`src/rtl/vector_component_serializer.sv`:
```
// vector_component_serializer: accepts a packed vector plus a component
// enable mask, then emits the enabled components one per beat, lowest
// index first. A zero-mask vector is accepted and reported on out_drop.
module vector_component_serializer #(
  parameter int COMP_WIDTH = 16,
  parameter int NUM_COMPS  = 4,
  parameter int IDX_WIDTH  = 2
) (
  input  logic                            clk,
  input  logic                            reset,
  input  logic                            in_valid,
  output logic                            in_ready,
  input  logic [NUM_COMPS*COMP_WIDTH-1:0] in_vector_val,
  input  logic [NUM_COMPS-1:0]            in_mask,
  output logic                            out_valid,
  input  logic                            out_ready,
  output logic [COMP_WIDTH-1:0]           out_component,
  output logic [IDX_WIDTH-1:0]            out_index,
  output logic                            out_last,
  output logic                            out_drop
);

  localparam logic [0:0] IDLE = 1'b0;
  localparam logic [0:0] BUSY = 1'b1;

  logic [0:0]                           state_q, state_d;
  logic [NUM_COMPS-1:0][COMP_WIDTH-1:0] data_q, data_d;
  logic [NUM_COMPS-1:0]                 mask_q, mask_d;
  logic                                 drop_q, drop_d;

  logic [NUM_COMPS-1:0] low_bit;
  logic [IDX_WIDTH-1:0] low_idx;
  logic                 one_left;
  logic                 busy;
  logic                 accept;
  logic                 emit;

  assign busy     = (state_q == BUSY);
  // Isolate the lowest pending component; one_left means it is the final one.
  assign low_bit  = mask_q & (~mask_q + 1'b1);
  assign one_left = (mask_q != '0) && ((mask_q & (mask_q - 1'b1)) == '0);

  // Priority encode the lowest pending component index.
  always_comb begin
    low_idx = '0;
    for (int k = NUM_COMPS - 1; k >= 0; k--) begin
      if (mask_q[k]) low_idx = IDX_WIDTH'(k);
    end
  end

  assign out_valid     = busy;
  assign out_last      = busy & one_left;
  assign out_index     = busy ? low_idx : '0;
  assign out_component = busy ? data_q[low_idx] : '0;
  assign out_drop      = drop_q;
  // Taking a new vector on the last beat keeps back-to-back vectors bubble free.
  assign in_ready      = !busy || (one_left && out_ready);

  assign accept = in_valid & in_ready;
  assign emit   = out_valid & out_ready;

  // Next-state: load on accept, retire the lowest pending bit on each emit.
  always_comb begin
    state_d = state_q;
    data_d  = data_q;
    mask_d  = mask_q;
    drop_d  = 1'b0;
    if (!busy) begin
      if (accept) begin
        if (in_mask != '0) begin
          data_d  = in_vector_val;
          mask_d  = in_mask;
          state_d = BUSY;
        end else begin
          drop_d = 1'b1;
        end
      end
    end else if (emit) begin
      if (!one_left) begin
        mask_d = mask_q & ~low_bit;
      end else if (accept && (in_mask != '0)) begin
        data_d = in_vector_val;
        mask_d = in_mask;
      end else begin
        state_d = IDLE;
        mask_d  = '0;
        drop_d  = accept;
      end
    end
  end

  // State registers; reset discards any vector in flight.
  always_ff @(posedge clk) begin
    if (reset) begin
      state_q <= IDLE;
      data_q  <= '0;
      mask_q  <= '0;
      drop_q  <= 1'b0;
    end else begin
      state_q <= state_d;
      data_q  <= data_d;
      mask_q  <= mask_d;
      drop_q  <= drop_d;
    end
  end

endmodule
```
`config.mk`:
```
export PLATFORM = sky130hd
export DESIGN_NAME = vector_component_serializer
export DESIGN_NICKNAME = d
export VERILOG_FILES = /design/src/rtl/vector_component_serializer.sv
export SDC_FILE = /design/constraint.sdc
export NUM_CORES = 1
export LEC_CHECK = 0
export BUFFER_PORTS_ARGS = -buffer_cell sky130_fd_sc_hd__buf_4
export CORE_MARGIN = 2
export CORE_UTILIZATION = 45
export DETAILED_ROUTE_END_ITERATION = 7
export GPL_TIMING_DRIVEN = 0
export PLACE_DENSITY_LB_ADDON = 0.05
export RECOVER_POWER = 50
export SLEW_MARGIN = 20
export SYNTH_ARGS = -nofsm -noshare
export SYNTH_HDL_FRONTEND = slang
export SYNTH_SLANG_ARGS = --single-unit
```
`constraint.sdc`:
```
create_clock -name clk -period 6.16 [get_ports clk]
set_clock_uncertainty 0.1 [all_clocks]
set_input_delay 0.924 -clock clk [delete_from_list [all_inputs] [get_ports clk]]
set_output_delay 0.924 -clock clk [all_outputs]
set_load 0.02 [all_outputs]
```
==> metrics, run 1 <==
status=completed; total track usage=22.10%; PD cells=260.8 nW/um2; CP max FO=10; Num CTS Buffers=9; top post-synthesis cells by area=dfxtp_1 (38%), a21oi_2 (14%), nand2_2 (10%); Post-Syn Area=3657 um2; vias per cell=5.129; H-tree levels=3; synth unique cells=38; DR DRC count=0; max cap viols=0; I/O pin cnt=94; met2 wire length=4.374 mm; crit path buf inv count=3; Synth Warn #=0; data arrival time of the critical path=about 2.4 ns; share of cells above drive strength 1=45.59%; Clock Pin Slew Worst Setup and Hold Paths=0.07 ns; Fin. Hold Viols=0; largest net degree at the start of global routing=13; share of the synthesized area in the top cell type=a little under two fifths; Synth area leader=dfxtp_1; Worst-Margin Slew=around 0.89 ns; Worst R2R End=data_q[36]; Port Buffers=92; Area Overhead vs Synth=21.79%; Starting DRT DRC Count=about 110; Required @ worst endpoint=between 5 and 6 ns; Sequential cell area=1401 um2; FF-to-FF Start=mask_q[0]; flops & latches, synth=70; Die W=94.15 um; Reg2Reg Setup Slack=3.39 ns; number of flops mapped to enable cells by yosys=0; Resize count post-CTS=0; min-delay worst type=reg2reg; Synth top cells by count=nand2_1 (74), dfxtp_1 (70), a21oi_2 (60), nand2_2 (60), and2_1 (17); vias in the first global route=2972; CTS Sinks=70; CP peak stage delay=~0.41 ns; DIE HEIGHT=between 90 and 100 um; FFs w/ async S/R, synth=0%; Core Rows=32; diodes inserted=0; starting density of the core=46.84%; antenna viol nets, final=0; area of the multi-input gates=~1800 um2; Hold Slack=0.3563 ns; HP Start=data_q[10]; Post-Place Worst Slack=3.024 ns; reg2reg path depth=7; Setup CP Type=reg2out; Routed WL=9.289 mm; CTS tree=yes; setup TNS after final layout=0 ns; Setup crit start kind=flip-flop; Pleak=between 1.5 and 2 nW; WL met3=450 um; WL per Instance=15.77 um; filler cell count in the final layout=782; Max stage delay cell, worst path=dfxtp_1; # Post-CTS Setup Buffers=0; Die ar.=8864 um2; Syn Inst Count=379; sequential area share after synthesis=38.32%; synthesized net count=451; Worst IR Drop VDD=0.1143 mV; initial antenna violation count=0; f_max=~290 MHz; fin nets=554; total global routing overflow=0; worst hold path depth=2; count leader, synth=nand2_1; first-pass GRT wire length=14.76 mm; drt pass-1 iters=4; Worst Setup End Kind=output pin; RSZ-0062 raised after global routing=no; setup slack after layout=between 2 and 3 ns; Slew Limit Fails=0; core area=7807 um2; DR top layer=met4; post-DP HPWL=6.839 mm; GPL Wtd Cong=0.8254; Met1 Wirelength=4.396 mm; post-layout minimum cycle time=3.453 ns; cts hold-fix bufs=0; later-pin clock latency in the skew report=0.33 ns; Worst Hold Path EP=data_q[10]; DR vias=3021; Mapped Avg Cell Area=9.650 um2; top_reg_cell synth=dfxtp_1; period utilization=a little under three fifths; CP Cell Sequence=buf_2, nor2_1, o21ai_1, buf_4, mux4_2, and2_1, buf_4; Root Buffer Master=clkbuf_8; Final Setup Violations=0; Slew headroom=around 40%; delay-heaviest family, CP=buffers and inverters; cell mode on critical path=buf_4; clock buffer depth=2
## power breakdown
| group | internal (W) | total (W) | switching [W] |
|---|---|---|---|
| Combinational | 0.000129 | 0.000285 | 0.000155 |
| Clock | 0.000197 | 0.000370 | 0.000173 |
| Sequential | 0.000487 | 0.000507 | 0.0000196 |
## how the worst max path moves through the flow
| stage | cells past startpoint | slack (ns) | start | endpoint |
|---|---|---|---|---|
| finish | 7 | 2.71 | mask_q[0] | out_component[6] |
| global route | 7 | 2.56 | mask_q[0] | out_component[6] |
| CTS | 7 | 2.65 | mask_q[0] | out_component[6] |
| detailed placement | 7 | 3.02 | mask_q[0] | out_component[7] |
| global placement | 7 | 3.03 | mask_q[0] | out_component[6] |
| floorplan | 8 | 3.48 | mask_q[3] | out_component[10] |
## per-layer routing
layer  vias to the layer above  track usage, %
met1                      1426           30.78
met5                         -               0
met4                         0           7.971
met2                        95           34.40
met3                         6           3.852
li1                       1494               -
## area by class of cell
class / count / area share, %
timing repair buffer: 92 / 15.25
clock inverter: 6 / 1.376
sequential: 70 / 31.46
clock buffer: 10 / 3.090
buffer: 30 / 4.326
inverter: 4 / 0.3371
multi-input combinational: 275 / 41.29
tap: 102 / 2.865
## sequential cells by signal (all words and copies together), names as in the netlist
signal / count
data_q: 64
mask_q: 4
out_drop: 1
out_valid: 1
## through the flow
stage               total power (W)  utilization, %  cells  cell area (um2)
finish                     0.001162           57.05    589             4454
global route               0.001218           57.05    589             4454
CTS                        0.001200           59.87    589             4674
detailed placement        0.0008324           57.32    573             4476
global placement          0.0008269           57.32    573             4476
floorplan                 0.0007259               -    379             3657
## worst reg2reg max path, delay by kind of cell (launching register included)
family | cells | cell delay, ns
and+or+nand+nor | 3 | 0.71
buffers and inverters | 2 | 1.17
DFF | 1 | 0.41
AOI/OAI and AO/OA | 2 | 0.32
## placed cells by master (no fill, tap or decap), drive strengths merged, types with 2 or more instances in the layout
master | Yosys | routed
o211ai | 2 | 2
and2 | 17 | 17
clkinv | 0 | 4
mux4 | 16 | 16
buf | 15 | 99
o21ai | 6 | 6
dfxtp | 70 | 70
a21oi | 73 | 73
nor2 | 8 | 8
clkbuf | 15 | 33
a211oi | 2 | 2
inv | 4 | 4
nand2 | 134 | 134
or3 | 2 | 2
## cell families after synthesis
| kind of cell | after synthesis | share of synthesized area (%) |
|---|---|---|
| flip-flops | 70 | 38.32 |
| XOR/XNOR | 1 | 0.2395 |
| multiplexers | 16 | 10.16 |
| AO/OA/AOI/OAI | 90 | 20.15 |
| AND/OR/NAND/NOR | 168 | 23.47 |
| buffers and inverters | 34 | 7.663 |
Power figures use the tool's default switching activity.
==> run 2: changes to the inputs <==
Clock period 6.16 ns to 2.75 ns, I/O delays scaled along.
==> metrics, run 2 (synthesis gave the netlist of run 1 again) <==
status=completed; most common cell after layout, fill and taps aside=buf_4; first-pass GRT wire length=14.93 mm; highest-count cells in the layout ignoring fill and taps=buf_4 (97), nand2_1 (80), dfxtp_1 (68), nand2_2 (54), a21oi_2 (54); vias per cell=approximately 5.1; Slew Limit Fails=0; I/O pin cnt=94; Largest register FFs=64; Comb power frac=around a quarter; antenna viol nets, final=0; met2 GRT Util=a little over a third; initial antenna violation count=0; Regs by FF count=data_q: 64 flops, mask_q: 4 flops; Slew headroom=37.17%; CP Cell Sequence=buf_6, nor2_2, o21bai_1, buf_6, buf_4, mux4_1, and2_1, buf_4; Setup CP Type=reg2out; Required @ worst endpoint=approximately 2.2 ns; clock share of power=31.0%; RSZ-0062 raised after global routing=no; Final Setup Violations=0; WL per Instance=about 16 um; share of cells above drive strength 1=52.12%; CTS tree=yes; core area=7807 um2; later-pin clock latency in the skew report=0.33 ns; CP peak stage delay=0.51 ns; Num CTS Buffers=9; total global routing overflow=0; Largest Register=data_q; cts hold-fix bufs=0; Clock Pin Slew Worst Setup and Hold Paths=0.08 ns; data arrival time of the critical path=2.15 ns; Cell Area, Placed=4476 um2; period utilization=96.83%; Worst Setup End Kind=output pin; max cap viols=0; sw frac=30.08%; starting density of the core=46.84%; setup TNS after final layout=0 ns; DR vias=3047; Switch Pwr=0.0008062 W; post-DP HPWL=approximately 6.8 mm; Die W=94.15 um; Fin. Hold Viols=0; Starting DRT DRC Count=104; Pleak=1.836 nW; routing usage on met3=~4.1%; grt met1 use=just over 30%; fin nets=562; min-delay worst type=in2reg; CP max FO=8; diodes inserted=0; Worst-Margin Slew=0.9302 ns; Setup crit start kind=flip-flop; Max stage delay cell, worst path=mux4_1; clock buffer depth=2; share of power burned in registers=42.5%; Routed WL=9.484 mm; f_max=around 380 MHz; DR DRC count=0; Area Overhead vs Synth=28.02%; Design Area, Final=4682 um2; Worst IR Drop VDD=0.2579 mV; Port Buffers=92; GPL Wtd Cong=0.8254; Post-Place Worst Slack=0.1260 ns; drt pass-1 iters=4; total track usage=22.32%; GR peak layer=met2; DIE HEIGHT=roughly 94 um; setup slack after layout=0.08719 ns; Root Buffer Master=clkbuf_8; post-layout minimum cycle time=2.663 ns; PD cells=572.3 nW/um2; Internal=0.001874 W; Core Rows=32; CTS Sinks=70; H-tree levels=3; vias in the first global route=between 3000 and 4000; largest net degree at the start of global routing=13; Die ar.=roughly 8900 um2
-- run 2: per-stage QoR --
step	power (W)	instances	hold slack, ns	utilization, %
3_5_place_dp	0.001865	573	0.3476	57.32
3_3_place_gp	0.001852	573	0.3418	57.32
6_report	0.002680	597	0.2106	59.97
5_1_grt	0.002809	597	0.1986	59.97
2_1_floorplan	0.001626	379	0.3332	-
4_1_cts	0.002698	592	0.1954	60.21
-- run 2: final cells by class --
type                       instances  area (um2)
clock buffer                      10       137.6
buffer                            29       240.2
sequential                        70        1406
inverter                           4       17.52
clock inverter                     6       61.31
multi-input combinational        275        1927
fill                             748        3126
tap                              102       127.6
timing repair buffer             101       764.5
-- run 2: repair_timing --
item | 4_1_cts | 5_1_grt
cloned | 0 | 1
pin swaps | 0 | 1
buffers inserted | 3 | 5
hold endpoints to repair | 0 | 0
resized for setup | 1 | 10
endpoints found under the setup margin | 9 | 11
-- run 2: worst max-delay path, delay by kind of cell (launching register included) --
| kind | cells | cell delay [ns] |
|---|---|---|
| AND/OR/NAND/NOR | 2 | 0.20 |
| multiplexers | 1 | 0.51 |
| AO/OA/AOI/OAI | 1 | 0.17 |
| buffers and inverters | 4 | 0.59 |
| flip-flops | 1 | 0.34 |
-- run 2: power by group through the flow --
stage | logic, W | registers [W] | clock network [W]
after floorplan | 0.000482 | 0.00114 | 0
after global placement | 0.000696 | 0.00116 | 0
after detailed placement | 0.000706 | 0.00116 | 0
after CTS | 0.000717 | 0.00114 | 0.000845
after global routing | 0.000772 | 0.00115 | 0.000890
final | 0.000710 | 0.00114 | 0.000831
-- run 2: path summary, 6_finish.rpt --
kind	slack, ns	from	depth (start not counted)	endpoint
worst max-delay path	0.09	mask_q[2]	8	out_component[1]
worst min-delay path	0.21	in_vector_val[4]	3	data_q[4]
worst max register to register	0.41	mask_q[2]	9	data_q[51]
worst min register to register	0.36	data_q[10]	2	data_q[10]
-- run 2: per-layer routing --
metal	routed length, um	up-vias
li1	-	1510
met1	4321	1414
met2	4417	106
met3	566	17
met4	178	0
met5	0	-
==> run 3: changes to the inputs <==
Settings changed: BUFFER_PORTS_ARGS -buffer_cell sky130_fd_sc_hd__buf_4 to unset, DONT_BUFFER_PORTS set to 1.
==> metrics, run 3 (synthesis gave the netlist of run 1 again) <==
share of cells above drive strength 1=around 37%; Pleak=1.393 nW; period utilization=95.75%; HP Start=in_vector_val[33]; data arrival time of the critical path=around 2.1 ns; post-layout minimum cycle time=about 2.6 ns; Routed WL=9.356 mm; Clock Pin Slew Worst Setup and Hold Paths=0.08 ns; Core Rows=32; CP max FO=7; PD cells=690.6 nW/um2; reg2reg path depth=8; clock buffer depth=2; status=completed; first-pass GRT wire length=14.55 mm; Slew headroom=33.27%; WL per Instance=18.75 um; total track usage=between 20% and 30%; worst setup path start=mask_q[3]; DIE HEIGHT=around 94 um; Worst IR Drop VDD=0.2358 mV; Num CTS Buffers=9; Starting DRT DRC Count=86; Root Buffer Master=clkbuf_8; cts hold-fix bufs=0; I/O pin cnt=between 90 and 100; Port Buffers=0; Worst-Margin Slew=1.001 ns; Regs by FF count=data_q: 64 flops, mask_q: 4 flops; Area Overhead vs Synth=8.998%; Fin. Hold Viols=0; DR DRC count=0; drt pass-1 iters=4; min-delay worst type=in2reg; diodes inserted=0; max cap viols=0; setup TNS after final layout=0 ns; filler cell count in the final layout=787; Die W=94.15 um; core area=roughly 8000 um2; Die ar.=just under 9000 um2; later-pin clock latency in the skew report=0.34 ns; vias in the first global route=2667; highest-count cells in the layout ignoring fill and taps=nand2_1 (85), dfxtp_1 (70), nand2_2 (49), a21oi_2 (44), a21oi_1 (29); DR vias=2697; Largest register FFs=64; starting density of the core=46.84%; Final Setup Violations=0; Worst R2R End=data_q[51]; initial antenna violation count=0; f_max=379.8 MHz; vias per cell=5.405; RSZ-0062 raised after global routing=no; Largest Register=data_q; H-tree levels=3; Hold Slack=0.08020 ns; Worst Hold Path EP=data_q[33]; Reg2Reg Setup Slack=~0.28 ns; FF-to-FF Start=mask_q[1]; most common cell after layout, fill and taps aside=nand2_1; Worst Setup End Kind=output pin; Setup crit start kind=flip-flop; Setup CP Type=reg2out; Final Util=roughly 50%; total global routing overflow=0; Required @ worst endpoint=2.24 ns; antenna viol nets, final=0; worst hold path depth=2; post-DP HPWL=6.680 mm; Slew Limit Fails=0; CTS Sinks=70; fin nets=464; largest net degree at the start of global routing=13; CTS tree=yes; GPL Wtd Cong=0.7911
[run 3: critical path, cell delays in order (launching register included)]
cell and delay, ns:
dfxtp_1 0.31, buf_6 0.13, inv_2 0.07, nor2_2 0.04
o21bai_1 0.15, buf_6 0.16, buf_12 0.11, mux4_1 0.55
and2_1 0.26
[run 3: final cells by class]
type / count / area [um2] / share of cell area, %
Buffer: 30 / 262.8 / 6.591
Inverter: 4 / 15.01 / 0.3766
Sequential cell: 70 / 1401 / 35.15
Multi-Input combinational cell: 275 / 1892 / 47.46
Tap cell: 102 / 127.6 / 3.201
Clock buffer: 11 / 141.4 / 3.547
Timing Repair Buffer: 2 / 40.04 / 1.004
Clock inverter: 5 / 106.4 / 2.668
[run 3: stage by stage]
stage          std cells  instance area (um2)  power (W)  worst slack, ns
2_1_floorplan        379                 3657   0.001626           0.5785
3_3_place_gp         481                 3785   0.001739           0.1777
3_5_place_dp         481                 3785   0.001749           0.2272
4_1_cts              497                 4038   0.002777          0.04486
5_1_grt              499                 3986   0.002880          0.02009
6_report             499                 3986   0.002753           0.1170
[run 3: routing by layer]
metal | up-vias | part of all wire, % | GRT usage [%]
met5 | - | 0 | 0
met4 | 0 | 1.3 | 5.918
met3 | 13 | 7.0 | 6.581
met2 | 88 | 46 | 34.52
met1 | 1285 | 46 | 29.97
li1 | 1311 | - | -
[run 3: how the worst max path moves through the flow]
stage | to | cells after the start
detailed placement | out_component[6] | 5
CTS | out_component[6] | 8
finish | out_component[5] | 8
global placement | out_component[7] | 5
global route | out_component[6] | 7
floorplan | out_component[10] | 8
[run 3: where the power goes]
group | switching (W) | total (W) | internal [W] | leakage, nW
Combinational | 0.000329 | 0.000580 | 0.000251 | 0.700
Clock | 0.000403 | 0.00103 | 0.000630 | 0.120
Sequential | 0.0000488 | 0.00114 | 0.00109 | 0.574
[run 3: repair_timing]
action,CTS,global route
setup endpoints to repair,10,9
setup buffers,0,2
cloned,0,0
gates resized for setup,2,1
endpoints found under the hold margin,0,0
